## src/rtl/mem_port_arbiter.sv

```systemverilog
// mem_port_arbiter: shares one single-port memory between instruction fetch
// and the data stage. One fixed-latency access runs at a time. Data has
// priority, but a starvation counter lets fetch through after STARVE_LIMIT
// consecutive data grants made while fetch was waiting.
module mem_port_arbiter #(
  parameter int MEM_LATENCY  = 2,
  parameter int STARVE_LIMIT = 3
) (
  input  logic        clk,
  input  logic        reset,
  input  logic        fetch_req,
  input  logic [31:0] fetch_addr,
  output logic        fetch_done,
  output logic [31:0] fetch_rdata,
  output logic        fetch_stall,
  input  logic        data_req,
  input  logic        data_rw,
  input  logic        data_size,
  input  logic [31:0] data_addr,
  input  logic [31:0] data_wdata,
  output logic        data_done,
  output logic [31:0] data_rdata,
  output logic        data_stall,
  output logic        mem_en,
  output logic        mem_rw,
  output logic        mem_size,
  output logic [31:0] mem_addr,
  output logic [31:0] mem_wdata,
  input  logic [31:0] mem_rdata
);

  typedef enum logic [1:0] {IDLE, ACCESS, DONE} state_t;

  localparam logic [3:0] LAT_LOAD   = 4'(MEM_LATENCY - 1);
  localparam logic [3:0] STARVE_MAX = 4'(STARVE_LIMIT);

  state_t      state_q, state_d;
  logic [3:0]  cnt_q, cnt_d;
  logic [3:0]  starve_q, starve_d;
  logic        owner_q, owner_d;
  logic [31:0] addr_q, addr_d;
  logic [31:0] wdata_q, wdata_d;
  logic        rw_q, rw_d;
  logic        size_q, size_d;
  logic [31:0] fetch_rdata_q, fetch_rdata_d;
  logic [31:0] data_rdata_q, data_rdata_d;
  logic        grant_fetch, grant_data;

  // Arbitration: data wins unless fetch has waited through STARVE_LIMIT data grants
  always_comb begin
    grant_fetch = fetch_req & (~data_req | (starve_q == STARVE_MAX));
    grant_data  = data_req & ~grant_fetch;
  end

  // Next-state logic: grant and latch in IDLE, count down in ACCESS, capture on the last cycle
  always_comb begin
    state_d       = state_q;
    cnt_d         = cnt_q;
    starve_d      = starve_q;
    owner_d       = owner_q;
    addr_d        = addr_q;
    wdata_d       = wdata_q;
    rw_d          = rw_q;
    size_d        = size_q;
    fetch_rdata_d = fetch_rdata_q;
    data_rdata_d  = data_rdata_q;
    case (state_q)
      IDLE: begin
        if (grant_data) begin
          state_d  = ACCESS;
          cnt_d    = LAT_LOAD;
          owner_d  = 1'b1;
          addr_d   = data_addr;
          wdata_d  = data_wdata;
          rw_d     = data_rw;
          size_d   = data_size;
          if (fetch_req) begin
            starve_d = (starve_q == STARVE_MAX) ? starve_q : starve_q + 4'd1;
          end else begin
            starve_d = 4'd0;
          end
        end else if (grant_fetch) begin
          state_d  = ACCESS;
          cnt_d    = LAT_LOAD;
          owner_d  = 1'b0;
          addr_d   = fetch_addr;
          wdata_d  = 32'h0;
          rw_d     = 1'b0;
          size_d   = 1'b1;
          starve_d = 4'd0;
        end
      end
      ACCESS: begin
        if (cnt_q == 4'd0) begin
          state_d = DONE;
          if (owner_q) begin
            if (!rw_q) begin
              data_rdata_d = size_q ? mem_rdata : {24'h0, mem_rdata[7:0]};
            end
          end else begin
            fetch_rdata_d = mem_rdata;
          end
        end else begin
          cnt_d = cnt_q - 4'd1;
        end
      end
      DONE: begin
        state_d = IDLE;
      end
      default: begin
        state_d = IDLE;
      end
    endcase
  end

  // State and datapath registers with synchronous reset
  always_ff @(posedge clk) begin
    if (reset) begin
      state_q       <= IDLE;
      cnt_q         <= 4'd0;
      starve_q      <= 4'd0;
      owner_q       <= 1'b0;
      addr_q        <= 32'h0;
      wdata_q       <= 32'h0;
      rw_q          <= 1'b0;
      size_q        <= 1'b0;
      fetch_rdata_q <= 32'h0;
      data_rdata_q  <= 32'h0;
    end else begin
      state_q       <= state_d;
      cnt_q         <= cnt_d;
      starve_q      <= starve_d;
      owner_q       <= owner_d;
      addr_q        <= addr_d;
      wdata_q       <= wdata_d;
      rw_q          <= rw_d;
      size_q        <= size_d;
      fetch_rdata_q <= fetch_rdata_d;
      data_rdata_q  <= data_rdata_d;
    end
  end

  // Memory-side outputs are decoded from registered state only, so they are glitch-free
  assign mem_en    = (state_q == ACCESS);
  assign mem_rw    = mem_en & rw_q;
  assign mem_size  = mem_en & size_q;
  assign mem_addr  = mem_en ? addr_q : 32'h0;
  assign mem_wdata = mem_en ? wdata_q : 32'h0;

  assign fetch_done  = (state_q == DONE) & ~owner_q;
  assign data_done   = (state_q == DONE) & owner_q;
  assign fetch_rdata = fetch_rdata_q;
  assign data_rdata  = data_rdata_q;
  assign fetch_stall = fetch_req & ~fetch_done;
  assign data_stall  = data_req & ~data_done;

endmodule

```

## config.mk

```make
export PLATFORM = sky130hd
export DESIGN_NAME = mem_port_arbiter
export DESIGN_NICKNAME = d
export VERILOG_FILES = /design/src/rtl/mem_port_arbiter.sv
export SDC_FILE = /design/constraint.sdc
export NUM_CORES = 1
export LEC_CHECK = 0
export CAP_MARGIN = 20
export CORE_MARGIN = 2
export CORE_UTILIZATION = 42
export CTS_BUF_LIST = sky130_fd_sc_hd__clkbuf_16
export CTS_CLUSTER_SIZE = 10
export DETAILED_ROUTE_END_ITERATION = 6
export GPL_ROUTABILITY_DRIVEN = 0
export PLACE_DENSITY = 0.81
export SLEW_MARGIN = 10
export SYNTH_ARGS = -nofsm -noshare
export SYNTH_HDL_FRONTEND = slang
export SYNTH_SLANG_ARGS = --single-unit
```

## constraint.sdc

```tcl
create_clock -name clk -period 2.4 [get_ports clk]
set_clock_uncertainty 0.15 [all_clocks]
set_input_delay 0.36 -clock clk [delete_from_list [all_inputs] [get_ports clk]]
set_output_delay 0.36 -clock clk [all_outputs]
set_load 0.01 [all_outputs]
```

# Word-level counts from Yosys, hierarchy flattened
# Index checks and enable logic that the tools add are counted.
totals:
  regBits: 141
  output_inout_bits: 135
  inputBits: 134
classes:
  n_addsub: 2
  n_mux: 24
  n_reduce_logical: 10
  n_eq_ne: 7
  n_bitwise: 15
ops:
  columns: ["operator", "n"]
  rows:
  - ["$mux W32", 7]
  - ["$mux W4", 7]
  - ["$reduce_and A3 Y1", 3]
  - ["$and A1 B1 Y1", 8]
  - ["$pmux W4 S2", 1]
  - ["$mux W2", 3]
  - ["$ne A3 B3 Y1 const B", 2]
  - ["$not A1 Y1", 6]
  - ["$mux W1", 5]
  - ["$add A4 B1 Y4 const B", 1]
  - ["$eq A4 B2 Y1 const B", 1]
  - ["$logic_not A4 Y1", 1]
  - ["$pmux W2 S2", 1]
  - ["$reduce_and A2 Y1", 2]
  - ["$reduce_and A4 Y1", 1]
  - ["$reduce_bool A2 Y1", 2]
  - ["$sub A4 B1 Y4 const B", 1]
  - ["$eq A2 B1 Y1 const B", 1]
  - ["$eq A2 B2 Y1 const B", 1]
  - ["$logic_not A2 Y1", 1]
  - ["$ne A2 B1 Y1 const B", 1]
  - ["$ne A2 B2 Y1 const B", 1]
  - ["$or A1 B1 Y1", 1]

# Depth between registers and ports, before layout
logic_depth:
  word_depth: 7
  depth_mapped: 9

# Worst setup path before layout
# No wires, ideal clock.
synth_path:
  kind: "reg-to-reg"
  start: "register cnt_q[0]"
  end: "register data_rdata_q[10], in the netlist data_rdata[10]"
  setup_ns: 0.132
  required_ns: 2.118
  t_arrival_ns: 1.806
  setup_slack_ns: 0.312
  stages_incl_launch_ff: 10
  path_cell_list: "dfxtp_1 inv_1 ha_1 or3b_1 buf_6 or4_4 buf_6 buf_8 nand2_1 a21oi_1"
synth_between:
  elab_chain_cells: 2
synth_rtl:
  columns: ["element", "line_no", "rtl"]
  rows:
  - ["start: declaration", "38", "logic [3:0] cnt_q, cnt_d;"]
  - ["start signal: assignment", "131", "cnt_q <= cnt_d;"]
  - ["$logic_not A4 Y1", "94", "if (cnt_q == 4'd0) begin"]
  - ["$reduce_and A4 Y1 (no line)", null, null]
  - ["end signal: assignment", "139", "data_rdata_q <= data_rdata_d;"]
  - ["end: declaration", "46", "logic [31:0] data_rdata_q, data_rdata_d;"]
# Every way passes these cells.
# A chain may end at the register's enable or synchronous reset.

# Final worst setup path
layout_path:
  start: "register owner_q"
  end: "output data_done"
layout_between:
  elab_chain_cells: 1
layout_rtl:
  columns: ["element", "line_no", "rtl"]
  rows:
  - ["start: declaration", "40", "logic owner_q, owner_d;"]
  - ["start signal: assignment", "133", "owner_q <= owner_d;"]
  - ["$and A1 B1 Y1", "151", "assign data_done = (state_q == DONE) & owner_q;"]
  - ["end: declaration", "21", "output logic data_done,"]
# Every way passes these cells.

==> results.md <==
* Avg Cell Area, Syn at 7.79 sq um
* Cell Pwr Density at 698 nW/um^2
* Final HPWL DP at 11700 um
* Critical path required time at 1890 ps
* Fin crit period at 2290 ps
* Maximum vdd drop at 0.580 mV
* Residual DRC count at 0
* Synth unique cells at 34
* I/O Buffers at 268
* Worst-margin pin slew at 707 ps
* Worst Setup SP: owner_q$_SDFFE_PP0P_
* Predominant post-synthesis flop cell: dfxtp_1
* Clock buffer depth at 2
* Post-synthesis cell area at 5880 sq um
* Die Wd at 122 um
* CTS tree: yes
* Clock latency on the worst-skew pair at 410 ps
* End point of the critical path: data_done
* Number of global-route vias before repair at 5665
* Seq/Total Area, Yosys at 48.0%
* Die height at 122 um
* H-Tree Depth at 4
* Pre-CTS WS at 92.7 ps
* Final setup viols at 0
* Critical path launch point type: flip-flop
* Rows at 43
* Largest net degree at the start of global routing at 65
* P&R area growth vs syn at 61.0%
* Post-DRT Antenna Nets at 0
* Slew HR at 52.9%
* FMAX at 436 MHz
* Final WL at 18100 um
* Worst-path fanout max at 4
* Post-synth EDFFs at 0
* Setup CP Type: reg -> out
* Syn_nets at 892
* # diodes at 0
* CTS buffer count at 17
* Fin. Hold Viols at 0
* Initial detailed-routing violation count at 437
* Leak pwr at 0.00387 uW
* Max_cap viols at 0
* Root Buffer: clkbuf_16
* Critical Path Stages at 3
* Crit share post-route at 95.6%
* Worst R2R Setup Slack at 140 ps
* Synth area leader: dfxtp_1
* Critical Path End Type: output port
* Top cell type's share of synthesized area at 48.0%
* Count leader, synth: nand2_1
* Fillers at 1164
* WP buf/inv at 2
* Tot GR Track Use at 23.6%
* Sink Count at 141
* Via density per instance at 5.11
* Synth top cells by count: nand2_1 (168), dfxtp_1 (141), a21oi_1 (134)
* Worst path top cell family by delay: buffers and inverters
* Drt first pass iters at 5
* Die area at 15000 sq um
* Max-slew violations at 0
* Layout Nets at 1140
* Yosys reg bits at 141
* Syn Inst Count at 755
* Synth async-reset ratio at 0%
* Synth top area cells: dfxtp_1 (48%), a21oi_1 (11%), nand2_1 (11%), and2_1 (7.0%), nand3_1 (5.4%)
* RSZ-0062 raised after global routing: false
* CP max stage delay at 580 ps
* Origin of the critical flop-to-flop path: cnt_q[0]$_SDFFE_PP0P_
* Reg2Reg Depth at 8
* Remaining global-route overflow at 0
* Slowest cell on the critical path: clkdlybuf4s50_1
* Vias post-DR at 6103
* Synthesis Warnings at 0
* Outcome: completed
* Initial antenna violation count at 0
* Worst Path Arrival at 1780 ps
* Worst path cell trace: inv_2 > nor3b_4 > clkdlybuf4s50_1
* Clock transition at the registers of the reported paths at 60 ps
* Hold Crit Class: reg -> reg
* # IOs at 269
* Initial Util at 42.7%
* Final WS setup at 105 ps
* Worst flop-to-flop path endpoint: data_rdata[27]$_SDFFE_PP0P_
* Core Footprint at 13800 sq um
* Layout cell share with drive strength beyond 1 at 7.68%
* Wirelength per Cell at 15.1 um
* First-pass GRT wire length at 27900 um
* Setup TNS at 0 ps
## what timing repair did
item / CTS / global route
setup endpoints to repair: 67 / 13
setup buffers: 4 / 0
endpoints found under the hold margin: 0 / 0
gates resized for setup: 65 / 14
hold buffers: 0 / 0
cloned: 2 / 1
## flip-flops by register name, summed over array words and instances, names as in the netlist
signal	flops
addr_q	32
data_rdata	32
fetch_rdata	32
wdata_q	32
cnt_q	4
starve_q	4
state_q	2
owner_q	1
rw_q	1
size_q	1
## cells in the final DEF, fill, tap and decap left out, drive strengths merged
master	count
a211oi	32
clkdlybuf4s50	200
nor3	7
or3	2
nor2	37
inv	8
xor2	2
clkbuf	18
buf	25
o41ai	1
bufbuf	1
nor4	1
nand3	64
o21bai	1
clkinvlp	4
mux2	1
bufinv	3
dlymetal6s2s	11
nand2b	1
ha	3
dfxtp	141
a2111o	1
nor3b	3
o21a	1
o21ai	2
nand2	176
o31a	1
o31ai	1
a31oi	2
or4	1
a21oi	134
nor2b	3
clkinv	4
dlygate4sd2	56
or3b	1
and2	66
## worst register-to-register path, stage by stage (launching register included)
cell and delay (ps):
dfxtp_1 310, inv_1 110, ha_1 170, or3b_1 440
buf_4 190, nor4_4 110, buf_4 370, nand3_1 130
a21oi_1 180
## worst min-delay path by stage
stage	start	end	slack, ps	depth (start not counted)
floorplan	wdata_q[0]$_SDFFE_PP0P_	wdata_q[0]$_SDFFE_PP0P_	280	2
global placement	wdata_q[18]$_SDFFE_PP0P_	wdata_q[18]$_SDFFE_PP0P_	290	2
detailed placement	wdata_q[12]$_SDFFE_PP0P_	wdata_q[12]$_SDFFE_PP0P_	290	2
CTS	wdata_q[18]$_SDFFE_PP0P_	wdata_q[18]$_SDFFE_PP0P_	300	2
global route	fetch_rdata[9]$_SDFFE_PP0P_	fetch_rdata[9]$_SDFFE_PP0P_	320	2
finish	data_rdata[29]$_SDFFE_PP0P_	data_rdata[29]$_SDFFE_PP0P_	300	2
## stage by stage
| step | power, uW | util (%) | area (sq um) | instances | hold slack, ps |
|---|---|---|---|---|---|
| 6_report | 6610 | 68.8 | 9470 | 1195 | 298 |
| 4_1_cts | 6650 | 68.3 | 9410 | 1194 | 300 |
| 3_3_place_gp | 3940 | 63.6 | 8760 | 1157 | 287 |
| 2_1_floorplan | 3290 | - | 5880 | 755 | 282 |
| 3_5_place_dp | 3960 | 63.6 | 8760 | 1157 | 292 |
| 5_1_grt | 6920 | 68.8 | 9470 | 1195 | 318 |
## cells by family after synthesis
logic type | synth area share (%)
and+or+nand+nor | 28.8
adders and majority gates | 0.638
buffers and inverters | 5.36
DFF | 48.0
muxes | 0.191
xor gates and xnor gates | 0.298
AOI/OAI and AO/OA | 16.7
## final cells by class
| cell class | instances | area (sq um) | share of cell area, % |
|---|---|---|---|
| Sequential cell | 141 | 2820 | 29.8 |
| Clock buffer | 17 | 425 | 4.49 |
| Multi-Input combinational cell | 544 | 2800 | 29.5 |
| Clock inverter | 14 | 169 | 1.78 |
| Inverter | 5 | 23.8 | 0.251 |
| Timing Repair Buffer | 294 | 3010 | 31.8 |
| Tap cell | 180 | 225 | 2.38 |
## power by group
group	internal, uW	switching, uW
Combinational	680	685
Clock	1630	1020
Sequential	2520	85.8
## per-layer routing
metal	track usage, %	vias up	routed length, um	part of all wire (%)
met5	0	-	0	0
met4	8.98	0	367	2.0
met3	8.09	29	1470	8.2
met2	40.7	221	8860	49
met1	27.0	2827	7350	41
li1	-	3026	-	-
Power figures use the tool's default switching activity.
